**src/rtl/clock_monitor.sv**
```systemverilog
// clock_monitor: counts rising edges of an asynchronous clock over a
// window of ref_clk cycles and reports slow / fast / locked.
module clock_monitor #(
   parameter int SYNC_STAGES  = 2,
   parameter int LOCK_WINDOWS = 4
) (
   input  logic        ref_clk,
   input  logic        reset,
   input  logic        enable,
   input  logic        mon_clk,
   input  logic [15:0] ref_counter,
   input  logic [15:0] counter,
   input  logic [7:0]  tolerance,
   output logic [15:0] measured,
   output logic        valid,
   output logic [2:0]  status
);

   typedef enum logic [1:0] {
      IDLE,
      MEASURE,
      REPORT
   } state_t;

   localparam logic [3:0] LOCK_MAX = 4'(LOCK_WINDOWS);

   state_t state;
   state_t state_next;

   logic [SYNC_STAGES-1:0] sync;
   logic history;
   logic mon_edge;

   logic [15:0] win_cnt;
   logic [15:0] edge_cnt;
   logic [15:0] lat_ref;
   logic [15:0] lat_cnt;
   logic [7:0]  lat_tol;
   logic [3:0]  pass_cnt;
   logic [3:0]  pass_inc;

   logic start;
   logic last;
   logic abort;

   logic signed [16:0] diff;
   logic signed [16:0] tol_s;
   logic slow;
   logic fast;

   // mon_clk synchronizer plus one history flop for rising-edge detect
   always_ff @(posedge ref_clk) begin
      if (reset) begin
         sync    <= '0;
         history <= 1'b0;
      end else begin
         sync    <= {sync[SYNC_STAGES-2:0], mon_clk};
         history <= sync[SYNC_STAGES-1];
      end
   end

   assign mon_edge = sync[SYNC_STAGES-1] & ~history;

   // window verdict against the latched expectation
   assign diff  = $signed({1'b0, edge_cnt}) - $signed({1'b0, lat_cnt});
   assign tol_s = $signed({9'd0, lat_tol});
   assign slow  = diff < -tol_s;
   assign fast  = diff > tol_s;

   assign pass_inc = (pass_cnt >= LOCK_MAX) ? LOCK_MAX : pass_cnt + 4'd1;

   // FSM state register
   always_ff @(posedge ref_clk) begin
      if (reset) begin
         state <= IDLE;
      end else begin
         state <= state_next;
      end
   end

   // FSM next state and control strobes
   always_comb begin
      state_next = state;
      valid      = 1'b0;
      start      = 1'b0;
      abort      = 1'b0;
      last       = (win_cnt == lat_ref - 16'd1);
      unique case (state)
         IDLE: begin
            start = enable && (ref_counter != 16'd0);
            if (start) begin
               state_next = MEASURE;
            end
         end
         MEASURE: begin
            if (!enable) begin
               abort      = 1'b1;
               state_next = IDLE;
            end else if (last) begin
               state_next = REPORT;
            end
         end
         REPORT: begin
            valid      = 1'b1;
            start      = enable && (ref_counter != 16'd0);
            state_next = start ? MEASURE : IDLE;
         end
         default: begin
            state_next = IDLE;
         end
      endcase
   end

   // window counting, latching and status reporting
   always_ff @(posedge ref_clk) begin
      if (reset) begin
         win_cnt  <= '0;
         edge_cnt <= '0;
         lat_ref  <= '0;
         lat_cnt  <= '0;
         lat_tol  <= '0;
         pass_cnt <= '0;
         measured <= '0;
         status   <= '0;
      end else begin
         if (start) begin
            lat_ref  <= ref_counter;
            lat_cnt  <= counter;
            lat_tol  <= tolerance;
            win_cnt  <= '0;
            edge_cnt <= '0;
         end else if (state == MEASURE) begin
            win_cnt <= win_cnt + 16'd1;
            if (mon_edge) begin
               edge_cnt <= edge_cnt + 16'd1;
            end
         end

         if (abort) begin
            status   <= 3'b000;
            pass_cnt <= '0;
         end else if (valid) begin
            measured <= edge_cnt;
            if (slow) begin
               status   <= 3'b001;
               pass_cnt <= '0;
            end else if (fast) begin
               status   <= 3'b010;
               pass_cnt <= '0;
            end else begin
               pass_cnt <= pass_inc;
               status   <= {pass_inc == LOCK_MAX, 2'b00};
            end
         end
      end
   end

endmodule

```
**config.mk**
```make
export PLATFORM = sky130hd
export DESIGN_NAME = clock_monitor
export DESIGN_NICKNAME = d
export VERILOG_FILES = /design/src/rtl/clock_monitor.sv
export SDC_FILE = /design/constraint.sdc
export NUM_CORES = 1
export LEC_CHECK = 0
export BUFFER_PORTS_ARGS = -buffer_cell sky130_fd_sc_hd__buf_2
export CAP_MARGIN = 10
export CORE_MARGIN = 2
export CORE_UTILIZATION = 35
export DETAILED_ROUTE_END_ITERATION = 12
export SLEW_MARGIN = 10
export SYNTH_ARGS = -nofsm -noshare
export SYNTH_HDL_FRONTEND = slang
export SYNTH_SLANG_ARGS = --single-unit
```
**constraint.sdc**
```tcl
create_clock -name ref_clk -period 5.1 [get_ports ref_clk]
set_clock_uncertainty 0.05 [all_clocks]
set_input_delay 1.02 -clock ref_clk [delete_from_list [all_inputs] [get_ports ref_clk]]
set_output_delay 1.02 -clock ref_clk [all_outputs]
set_load 0.005 [all_outputs]
```
==> flow_metrics.env, run 1 <==
export IMPL_cts_setup_buffers=0
export IMPL_synth_cells=779
export IMPL_synth_area_leader_cell="dfxtp_1"
export IMPL_setup_violations=0
export IMPL_dr_total_vias=5280
export IMPL_layout_drive_gt1_share=0.1162
export IMPL_vdd_drop_max_uv=162.0
export IMPL_antennaDiodeCount=0
export IMPL_yosys_warnings=0
export IMPL_grt_overflow=0
export IMPL_drt_iter0_drc=268
export IMPL_setup_slack_ns=0.9530
export IMPL_seq_area_frac_synth=0.3358
export IMPL_cts_sinks=100
export IMPL_path_class="register to register"
export IMPL_routed_via_density=5.048
export IMPL_antenna_found_initial=0
export IMPL_outcome="completed"
export IMPL_multi_input_area_um2=3645
export IMPL_port_buffers=63
export IMPL_setup_worst_path_start_class="register"
export IMPL_pwr_share_clk=0.358
export IMPL_worstPathArrival_ns=4.39
export IMPL_setup_tns_ns=0
export IMPL_finalCriticalPeriod_ns=4.147
export IMPL_grt_use_total=0.1645
export IMPL_netSwitchingPower_uw=569.2
export IMPL_clock_fmax_mhz=241.1
export IMPL_die_area_um2=18090
export IMPL_synth_area_top_cells="dfxtp_1, nand2_1, ha_1"
export IMPL_synth_top_family_by_area="simple AND/OR/NAND/NOR gates"
export IMPL_max_slew_margin_rel=0.4667
export IMPL_combPwrFrac=0.219
export IMPL_crit_fanout=5
export IMPL_synthAdderAreaFrac=0.08688
export IMPL_drv_slew=0
export IMPL_path_delay_family="compound AO/OA/AOI/OAI gates"
export IMPL_grt_pass1_wl_um=24010
export IMPL_drv_cap=0
export IMPL_dpl_hpwl_um=11010
export IMPL_clockBufferDepth=2
export IMPL_hold_violations=0
export IMPL_place_area_um2=6436
export IMPL_internal_power_uw=1377
export IMPL_cts_tree="built"
export IMPL_post_drt_wl_per_cell_um=13.62
export IMPL_ys_async_sr_fraction=0
export IMPL_cts_buffers=9
export IMPL_fin_crit_sh=0.8131
export IMPL_place_inst=1030
export IMPL_power_frac_seq=0.423
export IMPL_drtAntennaViolNets=0
export IMPL_tightest_slew_ns=0.7999
export IMPL_hold_buffers=0
export IMPL_syn_nets=863
export IMPL_synth_xor_area_share=0.08814
export IMPL_synth_area_um2=5962
export IMPL_swShare=0.2925
export IMPL_place_gp_congestion=0.8531
export IMPL_rsz0062_at_grt="false"
export IMPL_boundaryPins=64
export IMPL_cp_required_ns=5.35
export IMPL_ys_types=62
export IMPL_fp_dieW_um=134.5
export IMPL_leakage_uw=0.002729
export IMPL_synth_compound_area_frac=0.1771
export IMPL_end_kind="register"
export IMPL_design_area_um2=6738
export IMPL_synthMuxAreaShare=0.01175
export IMPL_synth_main_ff_cell="dfxtp_1"
export IMPL_drc=0
export IMPL_cts_max_level=3
export IMPL_yosysTopAreaCellShare=0.3358
export IMPL_powerDensity_nw_per_um2=288.8
export IMPL_area_growth_pct=13.01
export IMPL_core_area_um2=16640
export IMPL_area_sequential_um2=2002
export IMPL_synth_edff_count=0
export IMPL_cp_slowest_cell="a211oi_2"
export IMPL_grt_max_degree=43
export IMPL_cts_resized=0
export IMPL_rows=47
export IMPL_crit_path_max_incr_delay_ns=0.45
export IMPL_holdCritPathClass="register to register"
export IMPL_die_y_um=134.5
export IMPL_insertion_delay_ns=0.35
export IMPL_pre_cts_ws_ns=0.9592
export IMPL_synthSimpleGateAreaFrac=0.2474
export IMPL_crit_chain="inv_1 > ha_1 > fa_1 > nand2b_1 > a21oi_1 > o21ai_1 > a31oi_1 > o21a_1 > nor2_1 > ha_1 > and3_1 > nand4_1 > a21oi_1 > nand4_1 > a211oi_2 > and3_1 > a32o_1"
export IMPL_clk_pin_slew_ns=0.07
export IMPL_wl_um=14250
export IMPL_grt_pass1_vias=4979
export IMPL_start_util=0.3582
export IMPL_ys_ff_latch=100
export IMPL_fillers=1745
export IMPL_synth_avg_cell_area_um2=7.653
export IMPL_cts_root_buf="clkbuf_16"
export IMPL_fin_nets=905
export IMPL_stdcell_count=1046
export IMPL_drt_first_pass_iters=4
export IMPL_cp_num_buf_inv=1
## path summary, 6_finish.rpt
check	from	end	slack (ns)	cells after the start
hold / removal	status[1]$_SDFFE_PP0P_	status[1]$_SDFFE_PP0P_	0.40	2
setup reg to reg	edge_cnt[0]$_SDFFE_PP0P_	pass_cnt[1]$_SDFFE_PP0P_	0.95	17
hold reg to reg	status[1]$_SDFFE_PP0P_	status[1]$_SDFFE_PP0P_	0.40	2
setup / recovery	edge_cnt[0]$_SDFFE_PP0P_	pass_cnt[1]$_SDFFE_PP0P_	0.95	17
## state kept, by name, indices dropped and copies added (netlist names)
name / flops
win_cnt: 16
lat_tol: 8
edge_cnt: 16
sync: 2
status: 3
lat_cnt: 16
state: 2
pass_cnt: 4
history: 1
measured: 16
lat_ref: 16
## routing by layer
layer  part of all wire  GRT usage  wire [µm]  up-vias
met5                  0          0          0        -
met4              0.015    0.04737        208        0
met3              0.035    0.03566        492       13
met2               0.49     0.2897       7003       72
met1               0.46     0.2019       6543     2413
li1                   -          -          -     2782
## cell type report
| type | count | area share |
|---|---|---|
| Clock buffer | 10 | 0.03547 |
| Clock inverter | 6 | 0.009285 |
| Inverter | 43 | 0.02396 |
| Multi-Input combinational cell | 599 | 0.5409 |
| Sequential cell | 100 | 0.2971 |
| Tap cell | 220 | 0.04085 |
| Timing Repair Buffer | 68 | 0.05237 |
## kinds of logic after synthesis
| group | Yosys count |
|---|---|
| compound gates | 168 |
| flops | 100 |
| simple gates | 323 |
| fa+ha+maj | 41 |
| xor+xnor | 60 |
| mux | 7 |
| buf+inv | 80 |
## layout by cell type, fill, tap and decap left out, types with 7 or more instances in the layout
master,netlist,routed
xnor2_1,29,29
nand2_1,159,159
nor4_1,9,9
a21oi_1,78,78
nand3_1,18,18
and3_1,8,8
nand4_1,14,14
buf_2,0,63
nor2_1,62,62
xor2_1,31,31
clkbuf_16,0,9
inv_1,42,42
ha_1,39,39
nor3_1,12,12
nor2b_1,9,9
dfxtp_1,100,100
o21ai_0,18,18
o211ai_1,7,7
nand2b_1,9,9
mux2i_1,7,7
## synth_stat cells (all sizes together) (10+ instances only)
master	count
nand3	18
dfxtp	100
o21ai	24
inv	42
clkbuf	30
nand4	14
nand2	159
xnor2	29
ha	39
xor2	31
nor4	10
nor3	12
a21oi	79
nor2	62
## power groups by stage
| stage | registers, µW | clock network [µW] | logic [µW] |
|---|---|---|---|
| floorplan | 832 | 0 | 335 |
| global placement | 841 | 0 | 426 |
| detailed placement | 841 | 0 | 426 |
| CTS | 823 | 721 | 428 |
| global route | 826 | 750 | 492 |
| finish | 823 | 696 | 427 |
## worst min-delay path, cell delays in order (launching register included)
cell and delay [ns]:
dfxtp_1 0.31, nand2_1 0.05, a21oi_1 0.05
## through the flow
| stage | hold slack, ns | utilization | total power [µW] |
|---|---|---|---|
| 2_1_floorplan | 0.3638 | - | 1167 |
| 3_3_place_gp | 0.3875 | 0.3867 | 1267 |
| 3_5_place_dp | 0.3946 | 0.3867 | 1268 |
| 4_1_cts | 0.4046 | 0.4049 | 1973 |
| 5_1_grt | 0.4227 | 0.4049 | 2069 |
| 6_report | 0.4013 | 0.4049 | 1946 |
Note: power is estimated with default switching activity, not from simulation.
==> run 2: changes to the inputs <==
--- a/config.mk
+++ b/config.mk
@@ -5,6 +5,7 @@
 export SDC_FILE = /design/constraint.sdc
 export NUM_CORES = 1
 export LEC_CHECK = 0
+export ABC_AREA = 1
 export BUFFER_PORTS_ARGS = -buffer_cell sky130_fd_sc_hd__buf_2
 export CAP_MARGIN = 10
 export CORE_MARGIN = 2
==> constraint.sdc (replaced) <==
create_clock -name ref_clk -period 3.9 [get_ports ref_clk]
set_clock_uncertainty 0.05 [all_clocks]
set_input_delay 0.78 -clock ref_clk [delete_from_list [all_inputs] [get_ports ref_clk]]
set_output_delay 0.78 -clock ref_clk [all_outputs]
set_load 0.005 [all_outputs]
==> flow_metrics.env, run 2 <==
export IMPL_leakage_uw=0.003293
export IMPL_startpoint="edge_cnt[0]$_SDFFE_PP0P_"
export IMPL_hold_violations=0
export IMPL_crit_reg2reg_launch="edge_cnt[0]$_SDFFE_PP0P_"
export IMPL_fin_crit_sh=0.8471
export IMPL_antennaDiodeCount=0
export IMPL_synthMuxAreaShare=0
export IMPL_grt_overflow=0
export IMPL_drv_slew=0
export IMPL_drc=0
export IMPL_core_area_um2=17180
export IMPL_fp_dieW_um=136.3
export IMPL_hold_path_startpoint="sync[0]$_SDFF_PP0_"
export IMPL_path_class="register to register"
export IMPL_dpl_hpwl_um=11550
export IMPL_port_buffers=63
export IMPL_drt_iter0_drc=265
export IMPL_regToRegSetupSlack_ns=0.60
export IMPL_ys_async_sr_fraction=0
export IMPL_cts_buffers=9
export IMPL_start_util=0.3567
export IMPL_worst_r2r_path_depth=25
export IMPL_layout_drive_gt1_share=0.1270
export IMPL_synth_cells=900
export IMPL_outcome="completed"
export IMPL_synthSimpleGateAreaFrac=0.3026
export IMPL_synth_area_top_cells="dfxtp_1, nand2_1, inv_1"
export IMPL_area_sequential_um2=2002
export IMPL_setup_slack_ns=0.5964
export IMPL_multi_input_area_um2=3511
export IMPL_powerDensity_nw_per_um2=369.6
export IMPL_synth_avg_cell_area_um2=6.808
export IMPL_pre_cts_ws_ns=0.5944
export IMPL_fin_nets=1040
export IMPL_vdd_drop_max_uv=217.5
export IMPL_synthAdderAreaFrac=0.08291
export IMPL_synth_area_leader_cell="dfxtp_1"
export IMPL_min_to="sync[1]$_SDFF_PP0_"
export IMPL_die_area_um2=18580
export IMPL_place_area_um2=6669
export IMPL_clk_pin_slew_ns=0.07
export IMPL_synth_top_family_by_area="simple AND/OR/NAND/NOR gates"
export IMPL_cts_root_buf="clkbuf_16"
export IMPL_synth_edff_count=0
export IMPL_r2r_end="status[0]$_SDFFE_PP0P_"
export IMPL_wl_um=14870
export IMPL_antenna_found_initial=0
export IMPL_worstPathArrival_ns=3.51
export IMPL_whs_path_depth=2
export IMPL_dr_total_vias=5639
export IMPL_rows=48
export IMPL_post_drt_wl_per_cell_um=12.54
export IMPL_setup_worst_path_start_class="register"
export IMPL_cts_sinks=100
export IMPL_whs_ns=0.3688
export IMPL_routed_via_density=4.755
export IMPL_max_slew_margin_rel=0.3478
export IMPL_final_common_cell="nand2_1"
export IMPL_synth_area_um2=6127
export IMPL_synth_xor_area_share=0.04819
export IMPL_most_common_layout_cells="nand2_1, inv_1, dfxtp_1"
export IMPL_end_kind="register"
export IMPL_tightest_slew_ns=0.9680
export IMPL_drv_cap=0
export IMPL_synth_most_common_cell="nand2_1"
export IMPL_finalCriticalPeriod_ns=3.304
export IMPL_clockBufferDepth=2
export IMPL_holdCritPathClass="register to register"
export IMPL_setup_tns_ns=0
export IMPL_grt_pass1_vias=5113
export IMPL_clock_fmax_mhz=302.7
export IMPL_design_area_um2=6953
export IMPL_boundaryPins=64
export IMPL_die_y_um=136.3
export IMPL_grt_pass1_wl_um=24340
export IMPL_place_gp_congestion=0.8383
export IMPL_cp_required_ns=4.10
export IMPL_ys_types=46
export IMPL_crit_fanout=6
export IMPL_synthTopCellsByCount="nand2_1, inv_1, dfxtp_1, nor2_1, a21oi_1"
export IMPL_cts_max_level=3
export IMPL_synth_compound_area_frac=0.1389
export IMPL_hold_buffers=0
export IMPL_area_growth_pct=13.48
export IMPL_syn_nets=984
export IMPL_cts_resized=0
export IMPL_ys_ff_latch=100
export IMPL_setup_violations=0
export IMPL_drtAntennaViolNets=0
export IMPL_yosys_warnings=0
export IMPL_yosysTopAreaCellShare=0.3267
export IMPL_grt_use_total=0.1656
export IMPL_cts_setup_buffers=0
export IMPL_synth_main_ff_cell="dfxtp_1"
export IMPL_cts_tree="built"
export IMPL_insertion_delay_ns=0.36
export IMPL_rsz0062_at_grt="false"
export IMPL_power_uw=2570
export IMPL_drt_first_pass_iters=4
export IMPL_fillers=1887
export IMPL_grt_max_degree=73
export IMPL_seq_area_frac_synth=0.3267
## run 2: cell count changes after synthesis, sizes merged, moves of 8 or more
cell and change:
nor2b -9, nor3 +8, nor2 +43, o21ai +49, clkbuf -14, nand2 +19, nand4 +8, inv +100
nand2b -9, xnor2 -23, nand3 +32
## run 2: layout make-up
| type | instances | area share |
|---|---|---|
| timing repair buffer | 66 | 0.04859 |
| clock inverter | 5 | 0.005938 |
| inverter | 143 | 0.07720 |
| tap | 225 | 0.04049 |
| sequential | 100 | 0.2879 |
| clock buffer | 11 | 0.03491 |
| multi-input combinational | 636 | 0.5049 |
## run 2: through the flow
stage                 util  std cells
finish              0.4048       1186
global route        0.4048       1186
CTS                 0.4048       1186
detailed placement  0.3883       1170
global placement    0.3883       1170
floorplan                -        900
## run 2: power by group
part           leakage [µW]  internal, µW  switching (µW)
logic               0.00234           221             380
registers          0.000816          1060            26.2
clock network      0.000138           459             424
total               0.00329          1740             830
## run 2: worst max-delay path by stage
| stage | endpoint | slack (ns) |
|---|---|---|
| CTS | status[0]$_SDFFE_PP0P_ | 0.59 |
| global route | status[0]$_SDFFE_PP0P_ | 0.30 |
| floorplan | status[0]$_SDFFE_PP0P_ | 0.93 |
| finish | status[0]$_SDFFE_PP0P_ | 0.60 |
| detailed placement | status[0]$_SDFFE_PP0P_ | 0.59 |
| global placement | status[0]$_SDFFE_PP0P_ | 0.70 |
## run 2: kinds of logic after synthesis
logic type                 count (synthesis)
adders and majority gates                 40
DFF                                      100
buffers and inverters                    164
xor gates and xnor gates                  32
AOI/OAI and AO/OA                        162
and+or+nand+nor                          402
## run 2: routing by layer
layer  part of all wire  track usage  vias to the layer above
met3              0.038      0.02946                       12
li1                   -            -                     3017
met1               0.50       0.2259                     2520
met2               0.45       0.2674                       90
met4              0.011      0.04688                        0
met5                  0            0                        -
## run 2: worst max-delay path, stage by stage, from the launching register on
cell,delay [ns]
dfxtp_1,0.35
inv_1,0.09
ha_1,0.23
fa_1,0.40
inv_1,0.12
nand2_1,0.08
nand3_2,0.10
nand2_1,0.07
nand2_2,0.09
a21oi_2,0.07
inv_1,0.05
nand4_1,0.06
nand3_1,0.14
inv_1,0.06
ha_1,0.33
nand2_1,0.06
inv_1,0.05
nand2_1,0.07
nor2_2,0.15
nand3_2,0.10
nand3_1,0.09
nand2_1,0.06
nand2_2,0.11
nand2_1,0.07
o211ai_1,0.09
inv_1,0.05
